### config.mk
export PLATFORM = sky130hd
export DESIGN_NAME = csr_unit_flat
export DESIGN_NICKNAME = d
export VERILOG_FILES = /design/src/rtl/csr_pkg.sv /design/src/rtl/csr_if.sv /design/src/rtl/csr_counter64.sv /design/src/rtl/csr_unit.sv /design/src/flat_wrapper.sv
export SDC_FILE = /design/constraint.sdc
export NUM_CORES = 1
export LEC_CHECK = 0
export CAP_MARGIN = 20
export CORE_UTILIZATION = 30
export CTS_BUF_LIST = sky130_fd_sc_hd__clkbuf_8 sky130_fd_sc_hd__clkbuf_16
export CTS_CLUSTER_DIAMETER = 60
export DETAILED_ROUTE_END_ITERATION = 7
export GPL_ROUTABILITY_DRIVEN = 0
export GPL_TIMING_DRIVEN = 0
export SKIP_CTS_REPAIR_TIMING = 1
export SLEW_MARGIN = 20
export SYNTH_ARGS = -nofsm -noshare
export SYNTH_HDL_FRONTEND = slang
export SYNTH_SLANG_ARGS = --single-unit
### constraint.sdc
create_clock -name clk_i -period 3.3 [get_ports clk_i]
set_clock_uncertainty 0.05 [all_clocks]
set_input_delay 0.66 -clock clk_i [delete_from_list [all_inputs] [get_ports clk_i]]
set_output_delay 0.66 -clock clk_i [all_outputs]
set_load 0.05 [all_outputs]
### src/rtl/csr_pkg.sv
// Shared CSR addresses, op encoding, cause codes and WARL masks
// for the machine-mode CSR unit.
package csr_pkg;

   localparam logic [11:0] CSR_MSTATUS   = 12'h300;
   localparam logic [11:0] CSR_MIE       = 12'h304;
   localparam logic [11:0] CSR_MTVEC     = 12'h305;
   localparam logic [11:0] CSR_MEPC      = 12'h341;
   localparam logic [11:0] CSR_MCAUSE    = 12'h342;
   localparam logic [11:0] CSR_MIP       = 12'h344;
   localparam logic [11:0] CSR_MHARTID   = 12'hF14;
   localparam logic [11:0] CSR_MCYCLE    = 12'hB00;
   localparam logic [11:0] CSR_MCYCLEH   = 12'hB80;
   localparam logic [11:0] CSR_MINSTRET  = 12'hB02;
   localparam logic [11:0] CSR_MINSTRETH = 12'hB82;

   typedef enum logic [1:0] {
      CSR_NONE = 2'b00,
      CSR_RW   = 2'b01,
      CSR_RS   = 2'b10,
      CSR_RC   = 2'b11
   } csr_op_e;

   localparam logic [3:0] CAUSE_MSI = 4'd3;
   localparam logic [3:0] CAUSE_MTI = 4'd7;
   localparam logic [3:0] CAUSE_MEI = 4'd11;

   localparam int MSTATUS_MIE  = 3;
   localparam int MSTATUS_MPIE = 7;
   localparam int MIE_MSIE     = 3;
   localparam int MIE_MTIE     = 7;
   localparam int MIE_MEIE     = 11;

   localparam logic [31:0] MIE_WMASK   = 32'h0000_0888;
   localparam logic [31:0] MTVEC_WMASK = 32'hFFFF_FFFD;
   localparam logic [31:0] MEPC_WMASK  = 32'hFFFF_FFFC;

   function automatic logic [31:0] csr_wnew(
      input csr_op_e     op,
      input logic [31:0] old,
      input logic [31:0] wd
   );
      case (op)
         CSR_RW:  return wd;
         CSR_RS:  return old | wd;
         CSR_RC:  return old & ~wd;
         default: return old;
      endcase
   endfunction

endpackage

### src/rtl/csr_if.sv
// CSR access port between execute stage (master) and CSR unit (slave).
interface csr_if #(
   parameter int DW    = 32,
   parameter int ADDRW = 12
);
   logic [ADDRW-1:0] csr_addr_i;
   logic [1:0]       csr_op_i;
   logic [DW-1:0]    csr_wdata_i;
   logic [DW-1:0]    csr_rdata_o;
   logic             csr_illegal_o;

   modport master (
      output csr_addr_i, csr_op_i, csr_wdata_i,
      input  csr_rdata_o, csr_illegal_o
   );

   modport slave (
      input  csr_addr_i, csr_op_i, csr_wdata_i,
      output csr_rdata_o, csr_illegal_o
   );
endinterface

### src/rtl/csr_counter64.sv
// 64-bit performance counter with per-half load; a load in the
// same cycle suppresses the increment.
module csr_counter64 (
   input  logic        clk_i,
   input  logic        rst_i,
   input  logic        i_inc,
   input  logic        i_wr_lo,
   input  logic        i_wr_hi,
   input  logic [31:0] i_wdata,
   output logic [63:0] o_cnt
);
   logic [63:0] r_cnt;

   always_ff @(posedge clk_i) begin
      if (rst_i) begin
         r_cnt <= '0;
      end else if (i_wr_lo || i_wr_hi) begin
         r_cnt <= {i_wr_hi ? i_wdata : r_cnt[63:32],
                   i_wr_lo ? i_wdata : r_cnt[31:0]};
      end else if (i_inc) begin
         r_cnt <= r_cnt + 64'd1;
      end
   end

   assign o_cnt = r_cnt;
endmodule

### src/rtl/csr_unit.sv
// Machine-mode CSR file and interrupt/trap controller.
// Define CSR_COUNTERS_EN to add mcycle/minstret.
module csr_unit
   import csr_pkg::*;
#(
   parameter int          DW          = 32,
   parameter int          ADDRW       = 12,
   parameter int unsigned HART_ID     = 0,
   parameter logic [31:0] RESET_MTVEC = 32'h0
) (
   input  logic          clk_i,
   input  logic          rst_i,
   csr_if.slave          bus,
   input  logic [DW-1:0] pc_i,
   input  logic          stall_i,
   input  logic          mret_i,
   input  logic          irq_sw_i,
   input  logic          irq_tmr_i,
   input  logic          irq_ext_i,
   input  logic          retire_i,
   output logic          trap_taken_o,
   output logic [DW-1:0] trap_pc_o,
   output logic [DW-1:0] epc_o
);
   logic [ADDRW-1:0] w_addr;
   csr_op_e          w_op;
   logic [DW-1:0]    w_old, w_new, w_base, w_pend;
   logic             w_impl, w_ro, w_ill, w_we;
   logic             w_trap, w_mret;
   logic [3:0]       w_cause;

   logic             r_mie_b, r_mpie;
   logic [DW-1:0]    r_mie, r_mtvec, r_mepc, r_mcause, r_mip;

`ifdef CSR_COUNTERS_EN
   logic [63:0] w_mcycle, w_minstret;

   csr_counter64 u_mcycle (
      .clk_i   (clk_i),
      .rst_i   (rst_i),
      .i_inc   (1'b1),
      .i_wr_lo (w_we && w_addr == CSR_MCYCLE),
      .i_wr_hi (w_we && w_addr == CSR_MCYCLEH),
      .i_wdata (w_new),
      .o_cnt   (w_mcycle)
   );

   csr_counter64 u_minstret (
      .clk_i   (clk_i),
      .rst_i   (rst_i),
      .i_inc   (retire_i),
      .i_wr_lo (w_we && w_addr == CSR_MINSTRET),
      .i_wr_hi (w_we && w_addr == CSR_MINSTRETH),
      .i_wdata (w_new),
      .o_cnt   (w_minstret)
   );
`else
   logic w_unused;
   assign w_unused = retire_i;
`endif

   assign w_addr = bus.csr_addr_i;
   assign w_op   = csr_op_e'(bus.csr_op_i);

   always_comb begin
      w_old  = '0;
      w_impl = 1'b1;
      w_ro   = 1'b0;
      case (w_addr)
         CSR_MSTATUS: begin
            w_old[MSTATUS_MIE]  = r_mie_b;
            w_old[MSTATUS_MPIE] = r_mpie;
            w_old[12:11]        = 2'b11;
         end
         CSR_MIE:     w_old = r_mie;
         CSR_MTVEC:   w_old = r_mtvec;
         CSR_MEPC:    w_old = r_mepc;
         CSR_MCAUSE:  w_old = r_mcause;
         CSR_MIP: begin
            w_old = r_mip;
            w_ro  = 1'b1;
         end
         CSR_MHARTID: begin
            w_old = DW'(HART_ID);
            w_ro  = 1'b1;
         end
`ifdef CSR_COUNTERS_EN
         CSR_MCYCLE:    w_old = w_mcycle[31:0];
         CSR_MCYCLEH:   w_old = w_mcycle[63:32];
         CSR_MINSTRET:  w_old = w_minstret[31:0];
         CSR_MINSTRETH: w_old = w_minstret[63:32];
`endif
         default:     w_impl = 1'b0;
      endcase
   end

   assign w_ill = (w_op != CSR_NONE) && (!w_impl || w_ro);
   assign w_new = csr_wnew(w_op, w_old, bus.csr_wdata_i);

   assign bus.csr_rdata_o   = w_old;
   assign bus.csr_illegal_o = w_ill;

   // MEI outranks MSI, which outranks MTI
   assign w_pend = r_mip & r_mie;
   always_comb begin
      if (w_pend[MIE_MEIE])      w_cause = CAUSE_MEI;
      else if (w_pend[MIE_MSIE]) w_cause = CAUSE_MSI;
      else                       w_cause = CAUSE_MTI;
   end

   assign w_mret = mret_i && !stall_i;
   assign w_trap = !stall_i && r_mie_b && (|w_pend) && !mret_i;
   assign w_we   = !stall_i && (w_op != CSR_NONE) && !w_ill && !w_trap;

   assign w_base       = {r_mtvec[DW-1:2], 2'b00};
   assign trap_taken_o = w_trap;
   assign trap_pc_o    = r_mtvec[0] ? w_base + {26'b0, w_cause, 2'b00}
                                    : w_base;
   assign epc_o        = r_mepc;

   always_ff @(posedge clk_i) begin
      if (rst_i) begin
         r_mie_b  <= 1'b0;
         r_mpie   <= 1'b0;
         r_mie    <= '0;
         r_mtvec  <= RESET_MTVEC;
         r_mepc   <= '0;
         r_mcause <= '0;
         r_mip    <= '0;
      end else begin
         r_mip <= '0;
         r_mip[MIE_MSIE] <= irq_sw_i;
         r_mip[MIE_MTIE] <= irq_tmr_i;
         r_mip[MIE_MEIE] <= irq_ext_i;
         if (w_we) begin
            case (w_addr)
               CSR_MSTATUS: begin
                  r_mie_b <= w_new[MSTATUS_MIE];
                  r_mpie  <= w_new[MSTATUS_MPIE];
               end
               CSR_MIE:    r_mie    <= w_new & MIE_WMASK;
               CSR_MTVEC:  r_mtvec  <= w_new & MTVEC_WMASK;
               CSR_MEPC:   r_mepc   <= w_new & MEPC_WMASK;
               CSR_MCAUSE: r_mcause <= w_new;
               default: ;
            endcase
         end
         if (w_trap) begin
            r_mepc   <= pc_i & MEPC_WMASK;
            r_mcause <= {1'b1, 27'b0, w_cause};
            r_mpie   <= r_mie_b;
            r_mie_b  <= 1'b0;
         end
         if (w_mret) begin
            r_mie_b <= r_mpie;
            r_mpie  <= 1'b1;
         end
      end
   end
endmodule

### src/flat_wrapper.sv
// flat-port wrapper written by rule: the top's interface ports become plain ports
module csr_unit_flat import csr_pkg::*;
#(
   parameter int          DW          = 32,
   parameter int          ADDRW       = 12,
   parameter int unsigned HART_ID     = 0,
   parameter logic [31:0] RESET_MTVEC = 32'h0
)
  (clk_i, rst_i, pc_i, stall_i, mret_i, irq_sw_i, irq_tmr_i, irq_ext_i, retire_i, trap_taken_o, trap_pc_o, epc_o, bus_csr_addr_i, bus_csr_op_i, bus_csr_wdata_i, bus_csr_rdata_o, bus_csr_illegal_o);
  csr_if #(.DW(DW), .ADDRW(ADDRW)) bus_i ();
  input  logic clk_i;
  input  logic rst_i;
  input  logic [DW-1:0] pc_i;
  input  logic stall_i;
  input  logic mret_i;
  input  logic irq_sw_i;
  input  logic irq_tmr_i;
  input  logic irq_ext_i;
  input  logic retire_i;
  output logic trap_taken_o;
  output logic [DW-1:0] trap_pc_o;
  output logic [DW-1:0] epc_o;
  input wire logic [$bits(bus_i.csr_addr_i)-1:0] bus_csr_addr_i;
  input wire logic [$bits(bus_i.csr_op_i)-1:0] bus_csr_op_i;
  input wire logic [$bits(bus_i.csr_wdata_i)-1:0] bus_csr_wdata_i;
  output wire logic [$bits(bus_i.csr_rdata_o)-1:0] bus_csr_rdata_o;
  output wire logic [$bits(bus_i.csr_illegal_o)-1:0] bus_csr_illegal_o;
  assign bus_i.csr_addr_i = bus_csr_addr_i;
  assign bus_i.csr_op_i = bus_csr_op_i;
  assign bus_i.csr_wdata_i = bus_csr_wdata_i;
  assign bus_csr_rdata_o = bus_i.csr_rdata_o;
  assign bus_csr_illegal_o = bus_i.csr_illegal_o;
  csr_unit #(.DW(DW), .ADDRW(ADDRW), .HART_ID(HART_ID), .RESET_MTVEC(RESET_MTVEC)) u_core (.clk_i(clk_i), .rst_i(rst_i), .bus(bus_i), .pc_i(pc_i), .stall_i(stall_i), .mret_i(mret_i), .irq_sw_i(irq_sw_i), .irq_tmr_i(irq_tmr_i), .irq_ext_i(irq_ext_i), .retire_i(retire_i), .trap_taken_o(trap_taken_o), .trap_pc_o(trap_pc_o), .epc_o(epc_o));
endmodule
==> flow_summary.html <==
<table>
<tr><th>Metric</th><th>Value</th></tr>
<tr><th colspan="2">Outcome</th></tr>
<tr><td>Run status</td><td>finished clean</td></tr>
<tr><th colspan="2">Setup path</th></tr>
<tr><td>Worst Reg2Reg Path Length in Cells</td><td>7</td></tr>
<tr><td>Crit path launch type</td><td>register</td></tr>
<tr><td>Ordered list of cells on the worst path</td><td>and2_4 -&gt; a21oi_4 -&gt; ha_4 -&gt; xnor2_1 -&gt; mux2_2 -&gt; clkdlybuf4s50_1</td></tr>
<tr><td>Delay-heaviest family, CP</td><td>buffers and inverters</td></tr>
<tr><td>Sort of element at the end of the critical path</td><td>output port</td></tr>
<tr><td>Largest stage delay on the critical path</td><td>810 ps</td></tr>
<tr><td>Cell depth of the worst setup path</td><td>6</td></tr>
<tr><td>Data arrival time of the critical path</td><td>approximately 2500 ps</td></tr>
<tr><td>Beginning of the worst register-to-register path</td><td>u_core.r_mie[3]</td></tr>
<tr><td>Worst-path cell with the longest stage delay</td><td>sky130_fd_sc_hd__clkdlybuf4s50_1</td></tr>
<tr><td>Crit path buffers/inverters</td><td>1</td></tr>
<tr><td>Worst reg2reg setup slack</td><td>440 ps</td></tr>
<tr><td>Reg-to-reg critical path endpoint</td><td>u_core.epc_o[21]</td></tr>
<tr><td>Crit Path Category</td><td>register to output port</td></tr>
<tr><td>Data required, critical path</td><td>2590 ps</td></tr>
<tr><td>Highest fanout seen on the critical path</td><td>3</td></tr>
<tr><th colspan="2">Yosys</th></tr>
<tr><td>Post-synthesis share of cell area spent on full adders, half adders and majority gates</td><td>0.00618</td></tr>
<tr><td>Register area share after synthesis</td><td>0.333</td></tr>
<tr><td>Number of synthesized register bits</td><td>101</td></tr>
<tr><td>Post-synth ARST share</td><td>0</td></tr>
<tr><td>Dominant combinational cell family by area after synthesis</td><td>compound AO/OA/AOI/OAI gates</td></tr>
<tr><td>Number of enable-type register cells in the synthesized netlist</td><td>0</td></tr>
<tr><td>Post-synthesis compound-gate area fraction</td><td>0.307</td></tr>
<tr><td>Post-synth design cell area</td><td>6080 µm²</td></tr>
<tr><td>Prevailing post-synth register cell</td><td>sky130_fd_sc_hd__dfxtp_1</td></tr>
<tr><td>Mean cell area of the mapped netlist</td><td>8.07 µm²</td></tr>
<tr><td>Library cells used by synthesis</td><td>70</td></tr>
<tr><td>Synthesis Warnings</td><td>0</td></tr>
<tr><td>Synthesized instance count</td><td>753</td></tr>
<tr><td>Area share of and/or/nand/nor cells after synthesis</td><td>0.221</td></tr>
<tr><td>Post-Synth XOR/XNOR Area</td><td>0.0461</td></tr>
<tr><td>Mux contribution to synthesized area</td><td>0.0150</td></tr>
<tr><th colspan="2">Job</th></tr>
<tr><td>Maximum capacitance violations</td><td>0</td></tr>
<tr><th colspan="2">GRT</th></tr>
<tr><td>Number of antenna violations at the first check in global routing</td><td>0</td></tr>
<tr><td>GR Util All Layers</td><td>0.234</td></tr>
<tr><td>First-pass GRT wire length</td><td>around 36000 µm</td></tr>
<tr><td>Gr ovfl total</td><td>0</td></tr>
<tr><td>Via count of the first global-routing pass</td><td>about 6300</td></tr>
<tr><td>Maximum number of pins on one net before global-route repair</td><td>18</td></tr>
<tr><th colspan="2">Placement</th></tr>
<tr><td>HPWL after detailed placement</td><td>18500 µm</td></tr>
<tr><td>Count of port buffers added during placement</td><td>roughly 180</td></tr>
<tr><td>Placed insts</td><td>1197</td></tr>
<tr><td>Placed cell areas</td><td>8180 µm²</td></tr>
<tr><th colspan="2">STA</th></tr>
<tr><td>Post-layout min period</td><td>3210 ps</td></tr>
<tr><td>Worst slew pin tran</td><td>863 ps</td></tr>
<tr><td>Unrepaired setup endpoints after global routing</td><td>yes</td></tr>
<tr><td># setup viols final</td><td>0</td></tr>
<tr><td>Highest Clock Rate</td><td>around 310 MHz</td></tr>
<tr><td>Relative slew slack</td><td>0.420</td></tr>
<tr><td>Fin crit share</td><td>0.973</td></tr>
<tr><td>Final hold viol count</td><td>0</td></tr>
<tr><td>Max-slew violation total from the final report</td><td>0</td></tr>
<tr><th colspan="2">Detailed routing</th></tr>
<tr><td>Overall via count from detail_route</td><td>roughly 6700</td></tr>
<tr><td>Top layer in use</td><td>met4</td></tr>
<tr><td>Average wire length per cell after detail routing</td><td>20.1 µm</td></tr>
<tr><td>Count of unresolved DRC violations after routing</td><td>0</td></tr>
<tr><td>Detailed route wirelength on metal3</td><td>1830 µm</td></tr>
<tr><td>Initial drt markers</td><td>between 600 and 700</td></tr>
<tr><td>Routed length on met1</td><td>11200 µm</td></tr>
<tr><td>Routed length on met2</td><td>11200 µm</td></tr>
<tr><td>DRT Pass-1 Iters</td><td>5</td></tr>
<tr><td>Post-route ant nets</td><td>0</td></tr>
<tr><td>Total length of routed wires</td><td>around 25000 µm</td></tr>
<tr><td>Avg Vias per Cell</td><td>roughly 5.4</td></tr>
<tr><th colspan="2">Final layout</th></tr>
<tr><td>Final instance count without filler cells</td><td>1227</td></tr>
<tr><td>Most common cell after layout, fill and taps aside</td><td>sky130_fd_sc_hd__clkdlybuf4s50_1</td></tr>
<tr><td>Final Util</td><td>0.442</td></tr>
<tr><td>Area Growth Syn to Fin</td><td>42.9%</td></tr>
<tr><td>Ant. Diodes</td><td>0</td></tr>
<tr><td>Leading cell types in the layout, fill and taps excluded</td><td>103 x sky130_fd_sc_hd__clkdlybuf4s50_1, 99 x sky130_fd_sc_hd__dfxtp_1, 66 x sky130_fd_sc_hd__o21ai_0</td></tr>
<tr><td>Net count, final</td><td>1046</td></tr>
<tr><td>Area of all placed cells without fillers</td><td>8680 µm²</td></tr>
<tr><td>Ratio of cells with drive above 1 in the final layout</td><td>0.188</td></tr>
<tr><th colspan="2">Die</th></tr>
<tr><td>Die Outline Area</td><td>20800 µm²</td></tr>
<tr><td>I/O pin count</td><td>184</td></tr>
<tr><td>Starting density of the core</td><td>0.309</td></tr>
<tr><td>Num rows</td><td>51</td></tr>
<tr><td>Die width</td><td>144 µm</td></tr>
<tr><td>Std-Cell Core Area</td><td>approximately 20000 µm²</td></tr>
<tr><td>Die extent in y</td><td>144 µm</td></tr>
<tr><th colspan="2">Power</th></tr>
<tr><td>Post-route total power</td><td>2.75 mW</td></tr>
<tr><td>P_leak</td><td>3.57 nW</td></tr>
<tr><td>Power density normalized to cell area</td><td>between 300 and 400 nW/µm²</td></tr>
<tr><td>Worst IR drop on VDD</td><td>0.233 mV</td></tr>
<tr><th colspan="2">Hold path</th></tr>
<tr><td>Hold-critical path depth</td><td>2</td></tr>
<tr><td>Hold/Removal Path Class</td><td>register to register</td></tr>
<tr><td>Hold EP</td><td>u_core.r_mtvec[10]</td></tr>
<tr><td>Hold wc startpoint</td><td>u_core.r_mtvec[10]</td></tr>
<tr><th colspan="2">Clock network</th></tr>
<tr><td>Worst-path clk slew</td><td>roughly 70 ps</td></tr>
<tr><td>Maximum number of buffers from clock root to sink</td><td>2</td></tr>
<tr><td>Count of clock tree sinks</td><td>101</td></tr>
<tr><td>CTS tree</td><td>done</td></tr>
<tr><td>Clk root buf</td><td>sky130_fd_sc_hd__clkbuf_16</td></tr>
<tr><td>Number of levels the H-tree was split into</td><td>3</td></tr>
<tr><td>Clock insertion delay at the later pin of the skew report</td><td>360 ps</td></tr>
<tr><td>Number of buffers created by CTS</td><td>9</td></tr>
</table>
logic make-up after synthesis:
group,Yosys count
flops,101
buf+inv,87
simple gates,249
other cells,1
fa+ha+maj,3
mux,9
xor+xnor,32
compound gates,271
registers in the layout, summed over array words and instances, names as in the netlist:
register / count
u_core.epc_o: 30
u_core.r_mie_b: 1
u_core.r_mcause: 32
u_core.r_mpie: 1
u_core.r_mtvec: 31
u_core.r_mie: 3
u_core.r_mip: 3
per-stage QoR:
stage | hold WS, ps | setup TNS (ps) | setup WS (ps)
global route | 465 | -37.2 | -20.1
finish | 446 | 0 | 90.0
floorplan | 405 | -577 | -288
CTS | 444 | -58290 | -1240
detailed placement | 435 | -59380 | -1180
global placement | 427 | -62060 | -1160
cells in the mapped netlist, types with 20 or more instances:
| cell type | n | area share |
|---|---|---|
| sky130_fd_sc_hd__a21oi_1 | 41 | 0.034 |
| sky130_fd_sc_hd__a22oi_1 | 32 | 0.040 |
| sky130_fd_sc_hd__and2_1 | 23 | 0.024 |
| sky130_fd_sc_hd__buf_2 | 20 | 0.016 |
| sky130_fd_sc_hd__clkbuf_1 | 23 | 0.014 |
| sky130_fd_sc_hd__dfxtp_1 | 101 | 0.33 |
| sky130_fd_sc_hd__inv_1 | 24 | 0.015 |
| sky130_fd_sc_hd__nand2_1 | 66 | 0.041 |
| sky130_fd_sc_hd__nand3_1 | 31 | 0.026 |
| sky130_fd_sc_hd__nor2_1 | 34 | 0.021 |
| sky130_fd_sc_hd__nor3_1 | 21 | 0.017 |
| sky130_fd_sc_hd__o21ai_0 | 68 | 0.056 |
| sky130_fd_sc_hd__o21ai_1 | 27 | 0.022 |
how the worst max path moves through the flow:
stage                                 start                   to
after detailed placement  bus_csr_addr_i[5]   bus_csr_rdata_o[8]
after global placement    bus_csr_addr_i[5]   bus_csr_rdata_o[8]
final                      u_core.r_mip[11]         trap_pc_o[4]
after global routing       u_core.r_mie[11]        trap_pc_o[11]
after CTS                  u_core.r_mie[11]        trap_pc_o[31]
after floorplan           bus_csr_addr_i[5]  bus_csr_rdata_o[11]
area by class of cell:
type,instances,area (µm²)
Multi-Input combinational cell,568,3780
Clock buffer,9,225
Sequential cell,101,2020
Tap cell,265,332
Inverter,24,90.1
Fill cell,1999,11000
Clock inverter,7,97.6
Timing Repair Buffer,193,1770
Buffer,60,364
routing by layer:
metal  vias up  track usage
met5         -            0
met4         0       0.0648
met3        28       0.0281
met2       314        0.380
met1      3165        0.325
li1       3153            -
tightest hold or removal path, stage by stage, from the launching register on:
cell,delay (ps)
sky130_fd_sc_hd__dfxtp_1,340
sky130_fd_sc_hd__nand2_1,60
sky130_fd_sc_hd__o21ai_1,50
report_power, final:
group	total [mW]	internal [mW]	switching (mW)
sequential	1.22	1.22	0.00320
clock	1.20	0.671	0.524
combinational	0.328	0.145	0.183
total	2.75	2.04	0.710
Note: power is estimated with default switching activity, not from simulation.
